$ cat src/rtl/alu_pipe.sv
// Two-stage pipelined ALU with a ready/valid handshake on both sides.
// S1 captures the operation; S2 computes, registers the result and flags, and updates the accumulator.
module alu_pipe #(
    parameter int DATA_W = 8,
    parameter int OP_W   = 4
) (
    input  logic              clk,
    input  logic              rst_n,
    input  logic              in_valid,
    output logic              in_ready,
    input  logic [DATA_W-1:0] a_in,
    input  logic [DATA_W-1:0] b_in,
    input  logic              ci,
    input  logic              bi,
    input  logic [OP_W-1:0]   opcode,
    output logic              out_valid,
    input  logic              out_ready,
    output logic [DATA_W:0]   result_out,
    output logic              c_out,
    output logic              sign_b,
    output logic              zero_b,
    output logic              parity_b,
    output logic              overflow
);

    localparam logic [OP_W-1:0] OP_ADD  = 4'h0;
    localparam logic [OP_W-1:0] OP_SUB  = 4'h1;
    localparam logic [OP_W-1:0] OP_AND  = 4'h2;
    localparam logic [OP_W-1:0] OP_OR   = 4'h3;
    localparam logic [OP_W-1:0] OP_XOR  = 4'h4;
    localparam logic [OP_W-1:0] OP_NOT  = 4'h5;
    localparam logic [OP_W-1:0] OP_SHL  = 4'h6;
    localparam logic [OP_W-1:0] OP_SHR  = 4'h7;
    localparam logic [OP_W-1:0] OP_ASR  = 4'h8;
    localparam logic [OP_W-1:0] OP_ROL  = 4'h9;
    localparam logic [OP_W-1:0] OP_ROR  = 4'hA;
    localparam logic [OP_W-1:0] OP_INC  = 4'hB;
    localparam logic [OP_W-1:0] OP_DEC  = 4'hC;
    localparam logic [OP_W-1:0] OP_PASS = 4'hD;
    localparam logic [OP_W-1:0] OP_CMP  = 4'hE;
    localparam logic [OP_W-1:0] OP_ACC  = 4'hF;

    localparam logic [DATA_W-1:0] ONE_D = {{(DATA_W-1){1'b0}}, 1'b1};
    localparam logic [DATA_W:0]   ONE_X = {{DATA_W{1'b0}}, 1'b1};

    logic              r_s1_valid;
    logic [DATA_W-1:0] r_a;
    logic [DATA_W-1:0] r_b;
    logic              r_ci;
    logic              r_bi;
    logic [OP_W-1:0]   r_op;

    logic              r_s2_valid;
    logic [DATA_W:0]   r_result;
    logic              r_c;
    logic              r_sign;
    logic              r_zero;
    logic              r_parity;
    logic              r_ovf;
    logic [DATA_W-1:0] r_acc;

    logic              w_advance;
    logic              w_take;
    logic [DATA_W:0]   w_ax;
    logic [DATA_W:0]   w_bx;
    logic [DATA_W:0]   w_full;
    logic [DATA_W:0]   w_res;
    logic              w_ovf;
    logic              w_is_cmp;

    function automatic logic add_ovf(input logic [DATA_W-1:0] x, input logic [DATA_W-1:0] y,
                                     input logic s_msb);
        return (x[DATA_W-1] == y[DATA_W-1]) && (s_msb != x[DATA_W-1]);
    endfunction

    function automatic logic sub_ovf(input logic [DATA_W-1:0] x, input logic [DATA_W-1:0] y,
                                     input logic s_msb);
        return (x[DATA_W-1] != y[DATA_W-1]) && (s_msb != x[DATA_W-1]);
    endfunction

    function automatic logic parity_of(input logic [DATA_W-1:0] v);
        return ^v;
    endfunction

    assign w_advance = r_s1_valid && (!r_s2_valid || out_ready);
    assign in_ready  = !r_s1_valid || w_advance;
    assign w_take    = in_valid && in_ready;

    // Operation decode: w_full is the value flags are derived from; CMP keeps it but drives a zero result
    always_comb begin
        w_ax     = {1'b0, r_a};
        w_bx     = {1'b0, r_b};
        w_full   = '0;
        w_ovf    = 1'b0;
        w_is_cmp = 1'b0;
        case (r_op)
            OP_ADD: begin
                w_full = w_ax + w_bx + {{DATA_W{1'b0}}, r_ci};
                w_ovf  = add_ovf(r_a, r_b, w_full[DATA_W-1]);
            end
            OP_SUB: begin
                w_full = w_ax - w_bx - {{DATA_W{1'b0}}, r_bi};
                w_ovf  = sub_ovf(r_a, r_b, w_full[DATA_W-1]);
            end
            OP_AND:  w_full = {1'b0, r_a & r_b};
            OP_OR:   w_full = {1'b0, r_a | r_b};
            OP_XOR:  w_full = {1'b0, r_a ^ r_b};
            OP_NOT:  w_full = {1'b0, ~r_a};
            OP_SHL:  w_full = {r_a, 1'b0};
            OP_SHR:  w_full = {r_a[0], 1'b0, r_a[DATA_W-1:1]};
            OP_ASR:  w_full = {r_a[0], r_a[DATA_W-1], r_a[DATA_W-1:1]};
            OP_ROL:  w_full = {r_a[DATA_W-1], r_a[DATA_W-2:0], r_a[DATA_W-1]};
            OP_ROR:  w_full = {r_a[0], r_a[0], r_a[DATA_W-1:1]};
            OP_INC: begin
                w_full = w_ax + ONE_X;
                w_ovf  = add_ovf(r_a, ONE_D, w_full[DATA_W-1]);
            end
            OP_DEC: begin
                w_full = w_ax - ONE_X;
                w_ovf  = sub_ovf(r_a, ONE_D, w_full[DATA_W-1]);
            end
            OP_PASS: w_full = {1'b0, r_b};
            OP_CMP: begin
                w_full   = w_ax - w_bx - {{DATA_W{1'b0}}, r_bi};
                w_ovf    = sub_ovf(r_a, r_b, w_full[DATA_W-1]);
                w_is_cmp = 1'b1;
            end
            OP_ACC: begin
                w_full = {1'b0, r_acc} + w_ax;
                w_ovf  = add_ovf(r_acc, r_a, w_full[DATA_W-1]);
            end
            default: w_full = '0;
        endcase
        if (w_is_cmp) begin
            w_res = '0;
        end else begin
            w_res = w_full;
        end
    end

    // Stage 1: capture the operation; a same-edge advance and take simply replaces the contents
    always_ff @(posedge clk or negedge rst_n) begin
        if (!rst_n) begin
            r_s1_valid <= 1'b0;
            r_a        <= '0;
            r_b        <= '0;
            r_ci       <= 1'b0;
            r_bi       <= 1'b0;
            r_op       <= '0;
        end else if (w_take) begin
            r_s1_valid <= 1'b1;
            r_a        <= a_in;
            r_b        <= b_in;
            r_ci       <= ci;
            r_bi       <= bi;
            r_op       <= opcode;
        end else if (w_advance) begin
            r_s1_valid <= 1'b0;
        end
    end

    // Stage 2: register result, flags and accumulator; hold everything while the consumer stalls
    always_ff @(posedge clk or negedge rst_n) begin
        if (!rst_n) begin
            r_s2_valid <= 1'b0;
            r_result   <= '0;
            r_c        <= 1'b0;
            r_sign     <= 1'b0;
            r_zero     <= 1'b0;
            r_parity   <= 1'b0;
            r_ovf      <= 1'b0;
            r_acc      <= '0;
        end else if (w_advance) begin
            r_s2_valid <= 1'b1;
            r_result   <= w_res;
            r_c        <= w_full[DATA_W];
            r_sign     <= w_full[DATA_W-1];
            r_zero     <= (w_full[DATA_W-1:0] == '0);
            r_parity   <= parity_of(w_full[DATA_W-1:0]);
            r_ovf      <= w_ovf;
            if (!w_is_cmp) begin
                r_acc <= w_full[DATA_W-1:0];
            end
        end else if (out_ready) begin
            r_s2_valid <= 1'b0;
        end
    end

    assign out_valid  = r_s2_valid;
    assign result_out = r_result;
    assign c_out      = r_c;
    assign sign_b     = r_sign;
    assign zero_b     = r_zero;
    assign parity_b   = r_parity;
    assign overflow   = r_ovf;

endmodule

$ cat config.mk
export PLATFORM = sky130hd
export DESIGN_NAME = alu_pipe
export DESIGN_NICKNAME = d
export VERILOG_FILES = /design/src/rtl/alu_pipe.sv
export SDC_FILE = /design/constraint.sdc
export NUM_CORES = 1
export LEC_CHECK = 0
export BUFFER_PORTS_ARGS = -buffer_cell sky130_fd_sc_hd__buf_2
export CAP_MARGIN = 10
export CORE_ASPECT_RATIO = 1.2
export CORE_MARGIN = 5
export CORE_UTILIZATION = 56
export DETAILED_ROUTE_END_ITERATION = 6
export GPL_TIMING_DRIVEN = 0
export PLACE_DENSITY = 0.79
export SYNTH_ARGS = -nofsm -noshare
export SYNTH_HDL_FRONTEND = slang
export SYNTH_SLANG_ARGS = --single-unit
$ cat constraint.sdc
create_clock -name clk -period 3.1 [get_ports clk]
set_input_delay 0.62 -clock clk [delete_from_list [all_inputs] [get_ports clk]]
set_output_delay 0.62 -clock clk [all_outputs]
set_load 0.02 [all_outputs]
# ---- Yosys cells after proc, flatten, opt, wreduce, memory -nomap -nowiden
# Cells that the tools add are included.
dict set report classes {
  add_sub_neg 7
  eq_ne 23
  mux 8
  bitwise 6
  n_reduce_logical 18
}
# op n
set ops {}
lappend ops {{case mux 9 bit (15 select lines)} 1}
lappend ops {{== test 4 bit (second input constant)} 8}
lappend ops {{adder 8 x 8 -> 9 bit} 2}
lappend ops {{== test 4 x 3 -> 1 bit (second input constant)} 4}
lappend ops {{adder 8 x 1 -> 9 bit (second input constant)} 1}
lappend ops {{adder 9 x 1 -> 9 bit} 1}
lappend ops {{2-to-1 mux 9 bit} 1}
lappend ops {{subtractor 8 x 1 -> 9 bit (second input constant)} 1}
lappend ops {{subtractor 8 x 8 -> 9 bit} 1}
lappend ops {{subtractor 9 x 1 -> 9 bit} 1}
lappend ops {{AND 8 bit} 1}
lappend ops {{== test 4 x 2 -> 1 bit (second input constant)} 2}
lappend ops {{logical NOT 8 bit} 1}
lappend ops {{NOT 8 bit} 1}
lappend ops {{OR 8 bit} 1}
lappend ops {{XOR reduction 8 bit} 1}
lappend ops {{XOR 8 bit} 1}
lappend ops {{logical AND 1 bit} 7}
lappend ops {{inequality test 1 bit} 6}
lappend ops {{2-to-1 mux 1 bit} 5}
lappend ops {{case mux 1 bit (5 select lines)} 1}
lappend ops {{== test 4 x 1 -> 1 bit (second input constant)} 1}
lappend ops {{logical NOT 4 bit} 1}
lappend ops {{nonzero test 2 bit} 2}
lappend ops {{other kinds (6)} 10}
dict set report word_totals {
  ff_bits 46
}

# ---- Logic depth before layout (Yosys ltp)
# Gate-level depths: netlist of run 1.
dict set report logic_depth {
  word_depth 6
  ltp_mapped 16
  depth_no_buf 16
}

# ---- Worst setup path after synthesis of run 1
# No wires, ideal clock.
dict set report synth_path {
  kind {register to register}
  from {register r_a[3]}
  to {register r_parity (netlist: parity_b)}
  arrival_ps 3169
  t_required_ps 2971
  path_slack_ps -197
  path_stages_with_launch 15
  n_path_buf 1
  period_less_slack_ps 3297
  path_cell_list {dfrtp_1 buf_2 inv_1 ha_1 mux4_2 a22oi_1 o21ai_1 o32ai_2 ha_1 xnor2_1 o211ai_1 o22a_1 a211o_1 o211ai_1 nand3_1}
}
dict set report synth_between {
  elab_chain_len 4
}
# item line
set synth_lines {}
lappend synth_lines {{start, declared} 47} ;# logic [DATA_W-1:0] r_a;
lappend synth_lines {{start signal, assigned} 152} ;# r_a <= a_in;
lappend synth_lines {{subtractor 8 x 8 -> 9 bit / adder 8 x 8 -> 9 bit (equally long branches)} {102, 124, 98}}
lappend synth_lines {{subtractor 9 x 1 -> 9 bit / adder 9 x 1 -> 9 bit (equally long branches)} {102, 124, 98}}
lappend synth_lines {{case mux 9 bit (15 select lines) (*)} 96} ;# case (r_op)
lappend synth_lines {{XOR reduction 8 bit (*)} 82} ;# return ^v;
lappend synth_lines {{end signal, assigned} 179} ;# r_parity <= parity_of(w_full[DATA_W-1:0]);
lappend synth_lines {{end, declared} 58} ;# logic r_parity;
# Mark *: on every way between the ends. The rest lies on a longest branch, timed or not.
# A chain may end at the register's enable or synchronous reset.

# ---- Final worst setup path of run 1
dict set report layout_path {
  from {register r_a[0]}
  to {register r_parity (netlist: parity_b)}
}
# The elaborated chain is that of the path after synthesis.

==> metrics.txt, run 1 <==
depth of the CTS H-tree=2; Hold Worst Slack=0.4817 ns; Pleak=approximately 2.5 nW; Total Wirelength=approximately 16000 µm; top_reg_cell synth=dfrtp_1; share of the synthesized area in the top cell type=23.96%; clk_skew=about 0.0087 ns; HPWL Detailed=~12000 µm; status=complete, but fails checks; syn_nets=609; Starting Density=56.70%; PnR Total Power=4.039 mW; Fin. Hold Viols=0; Final Non-Filler Cells=727; hold_buf cts=0; Final Max Slew Viols=0; Vias=4705; Residual DRC=0; CP max FO=2; highest clock rate=0.2835 GHz; Yosys reg bits=46; EDFF count, synth=0; Synth-to-Final Area Change=18.10%; Yosys cell types=90; post-DR vias/cell=6.472; DIE HEIGHT=111.5 µm; clk sinks=46; post-synthesis cell count=534; Synth area leaders=dfrtp_1 24%, ha_1 11%, mux2_2 5.4%, nand2_1 3.0%, a21o_1 2.8%; CTS Root Cell=clkbuf_8; Worst VDD drop=0.0005571 V; met1 usage=roughly 39%; sequential area share after synthesis=23.96%; final setup vio count=2; Reg2Reg Depth=15; count of standard-cell rows=37; clk buf depth=2; Crit Path Class=reg -> reg; share of layout cells above drive strength 1=31.64%; Die Footprint=10540 µm²; placed cell count=692; relative slew slack=31.76%; setup TNS=-0.5464 ns; RSZ-0062 raised after global routing=yes; Clock Pin Slew Worst Setup and Hold Paths=roughly 0.090 ns; core area=8472 µm²; CP Launch Type=register; PnR worst setup slack=-0.4275 ns; CP Capture Type=register; top-count cell post-synth=dfrtp_1; Antenna Violating Nets Remaining=0; DRT Pass-1 Iters=7; CTS tree=yes; initial antenna violation count=0; Die W=94.55 µm; I/O Buffers=41; post-synthesis cell area=about 4800 µm²; pwr dens=712.0 nW/µm²; grt peak-use layer=met2; pin count of the biggest net entering global routing=47; GRT overflow=0; slew at the pin closest to its max-slew limit=1.024 ns; Routed WL per cell=21.43 µm; Post-synth top cells=46 x dfrtp_1, 44 x ha_1, 38 x nand2_1, 31 x inv_1, 27 x o21ai_0; WP data required=3.29 ns; Clk Latency, worst-skew pair=0.31 ns; # fillers=726; crit path DAT=roughly 3.7 ns; biggest area consumer among synthesized cells=dfrtp_1; syn_area_per_cell=approximately 9 µm²; GRT Util Overall=29.84%; post-layout min period=about 3.5 ns; failing checks=negative setup slack; Synth async-reset ratio=100.0%; YS warnings=0; vias in the first global route=roughly 4.5k; worst slack at placement=-0.5767 ns; nets=between 600 and 700; first-pass GRT wire length=24560 µm; HP Class=in -> async; final period utilization=113.8%; IO Pins=42; Max Cap Viol=0; M2 GR Usage=49.20%; met3 usage=4.865%; diode count=0; Num CTS Buffers=5; 1st-iter DRT viols=395; GPL Wtd Cong=1.053
cells in the final DEF (no fill, tap or decap), types with 9 or more instances in the layout:
| master | instances |
|---|---|
| buf_2 | 49 |
| dfrtp_2 | 9 |
| mux2_2 | 23 |
| nor2_1 | 25 |
| a21o_1 | 18 |
| nor3_1 | 13 |
| ha_1 | 35 |
| nand2b_1 | 10 |
| dfrtp_1 | 37 |
| nand3_1 | 11 |
| nand3b_1 | 9 |
| xnor2_1 | 11 |
| a21oi_1 | 17 |
| nand2_1 | 37 |
| o21ai_0 | 24 |
| inv_1 | 23 |
| buf_4 | 34 |
final timing paths:
check                                               start                   endpoint  slack (ns)
worst max-delay path                   r_a[0]$_DFFE_PN0P_       parity_b$_DFFE_PN0P_       -0.43
worst min-delay path                                rst_n           r_bi$_DFFE_PN0P_        0.48
worst max register to register         r_a[0]$_DFFE_PN0P_       parity_b$_DFFE_PN0P_       -0.43
worst min register to register  result_out[0]$_DFFE_PN0P_  result_out[0]$_DFFE_PN0P_        0.48
max in group asynchronous                           rst_n         r_a[4]$_DFFE_PN0P_        1.92
min in group clk                result_out[0]$_DFFE_PN0P_  result_out[0]$_DFFE_PN0P_        0.48
state kept, by name (all words and copies together) (netlist names):
signal	cells
c_out	1
out_valid	1
overflow	1
parity_b	1
r_a	8
r_acc	8
r_b	8
r_bi	1
r_ci	1
r_op	4
r_s1_valid	1
result_out	9
sign_b	1
zero_b	1
critical path, stage by stage (launching register included):
cell and delay, ns:
dfrtp_2 0.44, fa_2 0.62, inv_2 0.05, ha_4 0.15
o21ai_4 0.15, nand2_2 0.09, xnor2_2 0.18, o22ai_2 0.08
o32ai_2 0.36, ha_1 0.32, xnor2_1 0.16, o211ai_1 0.11
o22a_1 0.23, a211o_1 0.28, o211ai_1 0.09, nand3_1 0.09
power breakdown:
part	internal [mW]	switching, mW
Clock	0.159	0.210
Sequential	0.761	0.134
Combinational	1.21	1.56
Total	2.13	1.91
through the flow:
| step | area (µm²) | util, % |
|---|---|---|
| 2_1_floorplan | 4828 | - |
| 3_3_place_gp | 5180 | 61.14 |
| 3_5_place_dp | 5180 | 61.14 |
| 4_1_cts | 5411 | 63.88 |
| 5_1_grt | 5673 | 66.96 |
| 6_report | 5673 | 66.96 |
area by class of cell:
type	instances	area (µm²)	area share, %
repair buffers	69	419.2	7.389
clock buffers	6	72.57	1.279
well taps	117	146.4	2.580
flip-flops and latches	46	1162	20.49
multi-input cells	424	3516	61.98
inverters	34	145.1	2.558
clock inverters	2	13.76	0.2426
plain buffers	29	197.7	3.485
kinds of logic (layout without fill, tap and decap cells):
group                    after synthesis  in the layout  share of synthesized area, %
AO/OA/AOI/OAI                        163            163                         25.79
XOR/XNOR                              21             21                         3.829
adder cells (fa/ha/maj)               49             49                         13.55
buffers and inverters                 64            140                         6.356
flip-flops                            46             46                         23.96
multiplexers                          29             29                         6.903
AND/OR/NAND/NOR                      162            162                         19.61
what timing repair did:
item / 4_1_cts / 5_1_grt
gates resized for setup: 20 / 30
cloned: 0 / 0
setup endpoints to repair: 8 / 9
setup buffers: 10 / 18
pin swaps: 10 / 11
metal layers:
| layer | part of all wire, % | wire, µm | vias to the layer above |
|---|---|---|---|
| met5 | 0 | 0 | - |
| met4 | 4.2 | 652 | 0 |
| met3 | 8.4 | 1310 | 53 |
| met2 | 48 | 7463 | 273 |
| met1 | 40 | 6155 | 2238 |
| li1 | - | - | 2141 |
Power figures use the tool's default switching activity.
==> inputs of run 2 (changes only) <==
--- a/config.mk
+++ b/config.mk
@@ -13,6 +13,7 @@
 export DETAILED_ROUTE_END_ITERATION = 6
 export GPL_TIMING_DRIVEN = 0
 export PLACE_DENSITY = 0.79
+export SKIP_CTS_REPAIR_TIMING = 1
 export SYNTH_ARGS = -nofsm -noshare
 export SYNTH_HDL_FRONTEND = slang
 export SYNTH_SLANG_ARGS = --single-unit
==> metrics.txt, run 2 (synthesized netlist as in run 1, its figures left out) <==
delay-heaviest family, CP=compound AO/OA/AOI/OAI gates; Hold Worst Slack=between 0.4 and 0.5 ns; vias in the first global route=4478; Worst R2R Start=r_b[0]$_DFFE_PN0P_; HPWL Detailed=around 12000 µm; clk_skew=0.009270 ns; Die W=94.55 µm; diode count=0; 1st-iter DRT viols=411; DRT Pass-1 Iters=6; GRT overflow=0; Final Instance Area=5497 µm²; DIE HEIGHT=111.5 µm; pwr dens=711.9 nW/µm²; post-DR vias/cell=between 6 and 7; Routed WL per cell=21.38 µm; failing checks=negative setup slack; pin count of the biggest net entering global routing=47; WP data required=3.29 ns; critical path endpoint=parity_b$_DFFE_PN0P_; Final Max Slew Viols=0; first-pass GRT wire length=24180 µm; reg2reg setup slack=-0.50 ns; Residual DRC=0; CP Launch Type=register; status=complete, but fails checks; Largest register FFs=9; Critical Path Stages=16; Crit. Startpoint=r_b[0]$_DFFE_PN0P_; count of standard-cell rows=37; Final Non-Filler Cells=715; highest clock rate=0.2781 GHz; placed cell areas=5180 µm²; most common cell after layout, fill and taps aside=buf_2; crit path DAT=~3.8 ns; Antenna Violating Nets Remaining=0; IO Pins=42; Reg-to-Reg End=parity_b$_DFFE_PN0P_; Die Footprint=10540 µm²; Slowest-stage cell, CP=fa_2; Pleak=2.460 nW; Crit Path Class=reg -> reg; Clock Pin Slew Worst Setup and Hold Paths=approximately 0.090 ns; Fin. Hold Viols=0; GPL Wtd Cong=1.053; core area=8472 µm²; clk buf depth=2; Total Wirelength=between 15000 and 20000 µm; relative slew slack=~32%; share of layout cells above drive strength 1=28.60%; slew at the pin closest to its max-slew limit=1.019 ns; I/O Buffers=41; CTS Root Cell=clkbuf_8; PnR worst setup slack=-0.4964 ns; CP Capture Type=register; final period utilization=116.0%; GRT Util Overall=29.37%; final setup vio count=6; CP max FO=5; HP Class=in -> async; CTS tree=yes; depth of the CTS H-tree=2; RSZ-0062 raised after global routing=yes; Bufs and invs on worst path=2; Worst VDD drop=0.0005546 V; clk sinks=46; post-layout min period=about 3.6 ns; Reg2Reg Depth=16; worst slack at placement=-0.5767 ns; commonest cells after routing, fill and taps aside=50 x buf_2, 39 x ha_1, 39 x dfrtp_1, 37 x nand2_1, 26 x nor2_1; placed cell count=692; nets=between 600 and 700; Num CTS Buffers=5; Starting Density=56.70%; Vias=4588; worst-path cell chain=inv_2 > fa_2 > inv_1 > ha_2 > o21ai_4 > nand2_2 > xnor2_2 > o22ai_1 > o32ai_2 > ha_1 > xnor2_1 > o211ai_1 > o22a_1 > a211o_1 > o211ai_1 > nand3_1; fin util=64.88%; Synth-to-Final Area Change=14.43%; CP most frequent cell=o211ai_1; initial antenna violation count=0; Max Cap Viol=0; Clk Latency, worst-skew pair=0.31 ns; delay of the slowest critical-path stage=0.59 ns
run 2: per-stage QoR:
stage          setup TNS (ns)  power (mW)
2_1_floorplan        -0.05326       2.693
3_3_place_gp           -2.036       3.243
3_5_place_dp           -2.379       3.310
4_1_cts                -2.520       3.701
5_1_grt                -1.717       4.182
6_report               -1.004       3.913
run 2: worst min-delay path by stage:
stage | depth (start not counted) | from | slack (ns) | end
final | 1 | rst_n | 0.48 | r_bi$_DFFE_PN0P_
after detailed placement | 2 | result_out[7]$_DFFE_PN0P_ | 0.46 | result_out[7]$_DFFE_PN0P_
after global routing | 1 | r_acc[5]$_DFFE_PN0P_ | 0.50 | r_acc[5]$_DFFE_PN0P_
after floorplan | 0 | rst_n | 0.32 | c_out$_DFFE_PN0P_
after global placement | 1 | result_out[4]$_DFFE_PN0P_ | 0.46 | result_out[4]$_DFFE_PN0P_
after CTS | 1 | result_out[0]$_DFFE_PN0P_ | 0.48 | result_out[0]$_DFFE_PN0P_
run 2: cell type report:
type,count,area [µm²]
Multi-Input combinational cell,424,3455
Sequential cell,46,1160
Clock inverter,2,13.76
Fill cell,749,2975
Clock buffer,6,72.57
Tap cell,117,146.4
Timing Repair Buffer,56,317.8
Buffer,30,192.7
Inverter,34,138.9
run 2: metal layers:
| layer | up-vias | global-route usage (%) | wire length [µm] |
|---|---|---|---|
| li1 | 2111 | - | - |
| met1 | 2228 | 38.48 | 6253 |
| met2 | 208 | 49.05 | 7482 |
| met3 | 41 | 3.784 | 954 |
| met4 | 0 | 10.97 | 598 |
| met5 | - | 0 | 0 |
run 2: report_power, final:
group          internal, mW  switching, mW
Sequential            0.760          0.144
Clock                 0.159          0.207
Combinational          1.14           1.51
Total                  2.06           1.86
==> inputs of run 3 (changes only) <==
--- a/config.mk
+++ b/config.mk
@@ -9,10 +9,11 @@
 export CAP_MARGIN = 10
 export CORE_ASPECT_RATIO = 1.2
 export CORE_MARGIN = 5
-export CORE_UTILIZATION = 56
+export CORE_UTILIZATION = 60
+export CTS_CLUSTER_SIZE = 20
 export DETAILED_ROUTE_END_ITERATION = 6
 export GPL_TIMING_DRIVEN = 0
-export PLACE_DENSITY = 0.79
+export PLACE_DENSITY = 0.8
 export SKIP_CTS_REPAIR_TIMING = 1
 export SYNTH_ARGS = -nofsm -noshare
 export SYNTH_HDL_FRONTEND = slang
==> constraint.sdc (replaced) <==
create_clock -name clk -period 3.7 [get_ports clk]
set_input_delay 0.74 -clock clk [delete_from_list [all_inputs] [get_ports clk]]
set_output_delay 0.74 -clock clk [all_outputs]
set_load 0.02 [all_outputs]
==> metrics.txt, run 3 (synthesized netlist as in run 1, its figures left out) <==
status=finished clean; clk_skew=0.007634 ns; Clk Latency, worst-skew pair=0.32 ns; WL met3=1310 µm; switching power total=between 1.5 and 2 mW; Hold Worst Slack=0.4821 ns; Fin. Hold Viols=0; crit path DAT=3.87 ns; HPWL Detailed=12070 µm; GPL Wtd Cong=1.020; Vias=4716; core area=7751 µm²; CP Capture Type=register; placed cell areas=5124 µm²; Synth-to-Final Area Change=11.36%; clock power share=between 10% and 20%; Logic pwr share=66.2%; final period utilization=99.34%; FF/Latch Area=1157 µm²; 1st-iter DRT viols=around 440; CP Launch Type=register; Num CTS Buffers=5; Largest register FFs=9; CTS Root Cell=clkbuf_8; WL met1=slightly above 6000 µm; # fillers=slightly below 600; Starting Density=61.97%; Worst VDD drop=0.0004479 V; vias in the first global route=4622; Pleak=between 2 and 2.5 nW; delay-heaviest family, CP=compound AO/OA/AOI/OAI gates; share of layout cells above drive strength 1=25.46%; clk sinks=46; Die W=91.68 µm; Worst R2R Start=r_b[0]$_DFFE_PN0P_; GRT overflow=0; fin util=between 60 and 70%; placed cell count=667; Residual DRC=0; clk buf depth=2; WP data required=3.90 ns; CTS tree=yes; depth of the CTS H-tree=2; highest clock rate=0.2721 GHz; DRT Pass-1 Iters=6; Slowest-stage cell, CP=fa_1; worst-path cell chain=inv_1 > fa_1 > ha_4 > nor3b_1 > a21oi_1 > o21ai_1 > o21ai_0 > nand3_1 > o21ai_0 > ha_1 > xnor2_1 > o211ai_1 > o22a_1 > a211o_1 > o211ai_1 > nand3_1; post-layout min period=3.675 ns; Die Footprint=9903 µm²; pwr dens=607.7 nW/µm²; post-DR vias/cell=6.885; Multi-input gate area=3390 µm²; relative slew slack=31.97%; commonest cells after routing, fill and taps aside=51 x buf_2, 41 x dfrtp_1, 40 x ha_1, 38 x nand2_1, 29 x inv_1; HP Class=reg -> reg; nets=667; DIE HEIGHT=108.0 µm; Bufs and invs on worst path=1; diode count=0; Pint=1.673 mW; Final Non-Filler Cells=a little under 700; Top Layer Used=met4; Antenna Violating Nets Remaining=0; hold path start=sign_b$_DFFE_PN0P_; CP max FO=4; Final Instance Area=~5300 µm²; RSZ-0062 raised after global routing=yes; Routed WL per cell=22.87 µm; pin count of the biggest net entering global routing=47; Total Wirelength=15670 µm; I/O Buffers=41; first-pass GRT wire length=roughly 25000 µm; Sw Ratio=48.54%; count of standard-cell rows=35; initial antenna violation count=0; most common cell after layout, fill and taps aside=buf_2; Crit. Startpoint=r_b[0]$_DFFE_PN0P_; delay of the slowest critical-path stage=0.48 ns; Crit Path Class=reg -> reg; Max Cap Viol=0; slew at the pin closest to its max-slew limit=between 1 and 1.5 ns; Clock Pin Slew Worst Setup and Hold Paths=0.10 ns; Final Max Slew Viols=0; IO Pins=42; Flop pwr share=a little under a quarter; final setup vio count=0; routed length on met2=7366 µm; GRT Util Overall=31.76%
run 3: worst reg2reg max path, delay by kind of cell (launching register included):
family	cells	cell delay [ns]
buf+inv	1	0.10
simple gates	3	0.44
flops	1	0.44
compound gates	8	1.21
fa+ha+maj	3	1.17
xor+xnor	1	0.20
run 3: cell type report:
type	instances	area share, %
inverters	34	2.456
plain buffers	30	3.439
multi-input cells	424	63.37
clock inverters	3	0.4211
clock buffers	5	1.287
repair buffers	51	5.240
flip-flops and latches	46	21.64
well taps	92	2.152
run 3: per-stage QoR:
step / setup WS [ns] / power [mW] / setup TNS, ns
5_1_grt: -0.1238 / 3.460 / -0.1238
3_5_place_dp: -0.2243 / 2.757 / -0.2243
6_report: 0.02454 / 3.250 / 0
3_3_place_gp: -0.1532 / 2.693 / -0.1532
2_1_floorplan: 0.4027 / 2.241 / 0
4_1_cts: -0.2461 / 3.107 / -0.2461
run 3: worst paths after layout:
kind	endpoint	slack, ns	depth (start not counted)
setup reg to reg	parity_b$_DFFE_PN0P_	0.02	16
hold / removal	sign_b$_DFFE_PN0P_	0.48	2
hold reg to reg	sign_b$_DFFE_PN0P_	0.48	2
min in group asynchronous	r_acc[0]$_DFFE_PN0P_	0.59	1
setup / recovery	parity_b$_DFFE_PN0P_	0.02	16
max in group asynchronous	r_a[7]$_DFFE_PN0P_	2.41	1
run 3: power by group through the flow:
stage	logic (mW)	registers, mW	clock network, mW
after floorplan	1.44	0.803	0
after global placement	1.93	0.760	0
after detailed placement	1.99	0.767	0
after CTS	2.01	0.757	0.343
after global routing	2.32	0.776	0.366
final	2.15	0.758	0.340
run 3: routing by layer:
| metal | vias up | track usage, % |
|---|---|---|
| li1 | 2110 | - |
| met1 | 2253 | 41.34 |
| met2 | 280 | 51.80 |
| met3 | 73 | 4.732 |
| met4 | 0 | 15.19 |
| met5 | - | 0 |
